[config.mk]
export PLATFORM = sky130hd
export DESIGN_NAME = count_sync
export DESIGN_NICKNAME = d
export VERILOG_FILES = /design/src/rtl/count_checker_sync.sv
export SDC_FILE = /design/constraint.sdc
export NUM_CORES = 1
export LEC_CHECK = 0
export CAP_MARGIN = 20
export CORE_AREA = 10 10 47 49
export CTS_CLUSTER_DIAMETER = 50
export DETAILED_ROUTE_END_ITERATION = 6
export DIE_AREA = 0 0 57 59
export PLACE_DENSITY_LB_ADDON = 0.12
export SETUP_SLACK_MARGIN = 0.05
export SYNTH_ARGS = -nofsm -noshare
export SYNTH_HDL_FRONTEND = slang
export SYNTH_SLANG_ARGS = --single-unit
[constraint.sdc]
create_clock -name clk -period 0.8 [get_ports clk]
set_input_delay 0.12 -clock clk [delete_from_list [all_inputs] [get_ports clk]]
set_output_delay 0.12 -clock clk [all_outputs]
set_load 0.01 [all_outputs]
[src/rtl/count_checker_sync.sv]
// count_sync: W-bit two-flop resynchronizer, async reset to 0.
// BYPASS=1 passes d_i straight through for clk-synchronous sources.
module count_sync #(
  parameter int W      = 8,
  parameter bit BYPASS = 1'b0
) (
  input  logic         clk,
  input  logic         rst_n,
  input  logic [W-1:0] d_i,
  output logic [W-1:0] q_o
);

  if (BYPASS) begin : g_bypass
    logic unused_clk_rst;
    assign unused_clk_rst = clk ^ rst_n;
    assign q_o = d_i;
  end else begin : g_sync
    logic [W-1:0] meta_q;
    logic [W-1:0] sync_q;

    // Two-stage capture of the asynchronous count bus
    always_ff @(posedge clk or negedge rst_n) begin
      if (!rst_n) begin
        meta_q <= '0;
        sync_q <= '0;
      end else begin
        meta_q <= d_i;
        sync_q <= meta_q;
      end
    end

    assign q_o = sync_q;
  end

endmodule

==> results.tsv <==
stage	metric	value	unit
setup_path	FF-to-FF End	q_o[2]$_DFF_PN0_	
floorplan	Rows	14	
drt	wire per inst	11.74	um
yosys	Gate Count Post-Synth	16	
clock_network	CTS Sinks	16	
floorplan	Top Ports	18	
setup_path	R2R depth	0	
setup_path	worst r2r src	g_sync.meta_q[2]$_DFF_PN0_	
hold_path	Hold Crit Class	in -> async	
grt	initial antenna violation count	0	
flow_run	max-cap violations	0	
finish	commonest non-fill, non-tap cell in the layout	dfrtp_1	
timing	RSZ-0062 raised after global routing	true	
setup_path	CP max FO	1	
drt	DR vias/cell	3.741	
clock_network	Max clock buf depth	2	
setup_path	Crit path max-delay family	flip-flops	
setup_path	Levels on crit path	1	
yosys	Post-Synthesis Net Count	26	
setup_path	crit path to	q_o[2]	
status	failing checks	negative setup slack	
timing	Setup WS post-layout	-93.37	ps
status	status	complete, but fails checks	
finish	Design Area, Final	606.8	um^2
drt	drt first pass iters	2	
grt	total gr overflow	0	
clock_network	# H-tree levels	1	
power	Leak	0.2829	nW
finish	footprint of the multi-input gates	0	um^2
floorplan	core area	0.001401	mm^2
yosys	Unique masters post-synth	1	
floorplan	die area	0.003363	mm^2
place	routability cong.	0.5689	
drt	Remaining DRCs	0	
setup_path	flop2flop setup slack	320	ps
yosys	Cell Area, Synth	400.4	um^2
timing	Worst Tran Pin Value	103.2	ps
yosys	ranking of synthesized cells by area	dfrtp_1	
yosys	Synth top area share	100.0	%
floorplan	Initial Utilization	28.57	%
timing	setup violators final	8	
grt	first-pass GRT wire length	1062	um
place	hpwl dp	537	um
drt	drt total wl	634	um
setup_path	slowest CP cell	dfrtp_1	
setup_path	worst path buffer plus inverter count	1	
clock_network	CTS Buf Count	3	
setup_path	Worst Path Required	680	ps
finish	Syn-to-layout area delta	51.56	%
clock_network	CTS tree	done	
timing	fin. max-slew vios	0	
setup_path	CP Data Arrival Time	770	ps
timing	final setup TNS	-643.1	ps
finish	proportion of layout cells with a drive suffix above 1	34.21	%
timing	crit path time final	893.4	ps
timing	Fin. Hold Viols	0	
drt	Vias	202	
finish	n_diodes	0	
yosys	post-synthesis area per instance	25.02	um^2
yosys	Yosys warnings	0	
yosys	Yosys reg bits	16	
floorplan	Die Ht	59	um
floorplan	Die Span X	57	um
grt	largest net degree at the start of global routing	9	
place	Port Buffer Count	17	
clock_network	worst-skew pair later-pin latency	270	ps
power	PwrDens	2203	mW/mm^2
finish	register area	400.4	um^2
clock_network	CTS root buf	clkbuf_4	
grt	vias in the first global route	257	
setup_path	Critical Path Start	q_o[2]$_DFF_PN0_	
drt	DRT antenna net count	0	
yosys	sequential-to-total area share from yosys stat	100.0	%
drt	Starting DRT DRC Count	1	
finish	fin nets	50	
power	IR drop worst, VDD	1.181	mV
place	Placed Area	605.6	um^2
timing	Slew HR	93.12	%
timing	Post-Route Skew	0.6341	ps
yosys	leading area contributor after synthesis	dfrtp_1	
clock_network	Worst-path clk slew	80	ps
finish	fillcell total	142	
setup_path	critical path class	reg -> out	
grt	Total GRT Usage	4.218	%
setup_path	CP startpoint kind	flip-flop	
finish	commonest non-fill, non-tap cells in the layout	dfrtp_1, clkdlybuf4s50_1, buf_2	
setup_path	CP peak stage delay	370	ps
timing	Period Utilization, post-route	111.7	%
setup_path	Worst setup EP type	output pin	
finish	Multi-In Gates	0	
timing	f_max	1119	MHz
setup_path	CP cell instances	buf_2	
==> sequential cells by signal, indices dropped and copies added, names as in the netlist <==
register,flops
q_o,8
g_sync.meta_q,8
==> routing by layer <==
| layer | GRT usage (%) | part of all wire [%] | routed length [um] |
|---|---|---|---|
| met1 | 4.229 | 40 | 256 |
| met2 | 6.512 | 50 | 320 |
| met3 | 2.361 | 9.0 | 57 |
| met4 | 3.020 | 0 | 0 |
| met5 | 0 | 0 | 0 |
==> area by class of cell <==
type | count | share of cell area [%]
timing repair buffer | 19 | 27.01
clock buffer | 3 | 3.711
sequential | 16 | 65.98
tap | 16 | 3.299
==> synthesized netlist by cell type (all sizes together) <==
library cell and number:
dfrtp 16
==> stage by stage <==
step | utilization (%) | power (mW) | setup WS, ps | hold slack [ps] | std cells
after floorplan | - | 0.8851 | 304.4 | -175.6 | 16
after global routing | 43.30 | 1.428 | -140.5 | 154.5 | 54
after CTS | 41.96 | 1.356 | -111.4 | 148.0 | 54
after detailed placement | 43.21 | 0.9955 | -171.6 | 336.3 | 51
final | 43.30 | 1.337 | -93.37 | 152.0 | 54
after global placement | 43.21 | 0.9929 | -160.5 | 335.0 | 51
==> where the power goes <==
part / leakage (nW) / internal (mW) / switching [mW]
logic: 0.0826 / 0.0668 / 0.0384
registers: 0.186 / 0.848 / 0.0111
clock network: 0.0138 / 0.174 / 0.198
total: 0.283 / 1.09 / 0.248
==> logic make-up (layout without fill, tap and decap cells) <==
| family | count (synthesis) | after routing | share of synthesized area, % |
|---|---|---|---|
| DFF | 16 | 16 | 100.0 |
| buffers and inverters | 0 | 22 | 0 |
==> worst min-delay path by stage <==
stage | cells after the start | to | slack [ps] | from
after CTS | 2 | q_o[3]$_DFF_PN0_ | 150 | rst_n
after detailed placement | 0 | q_o[4]$_DFF_PN0_ | 340 | g_sync.meta_q[4]$_DFF_PN0_
final | 2 | q_o[3]$_DFF_PN0_ | 150 | rst_n
after floorplan | 0 | g_sync.meta_q[0]$_DFF_PN0_ | -180 | rst_n
after global placement | 0 | q_o[0]$_DFF_PN0_ | 340 | g_sync.meta_q[0]$_DFF_PN0_
after global routing | 2 | q_o[3]$_DFF_PN0_ | 150 | rst_n
==> timing repair <==
item / 4_1_cts / 5_1_grt
hold endpoints to repair: 0 / 0
setup buffers: 0 / 0
pin swaps: 0 / 0
hold buffers: 0 / 0
endpoints found under the setup margin: 8 / 8
gates resized for setup: 32 / 3
Power figures use the tool's default switching activity.
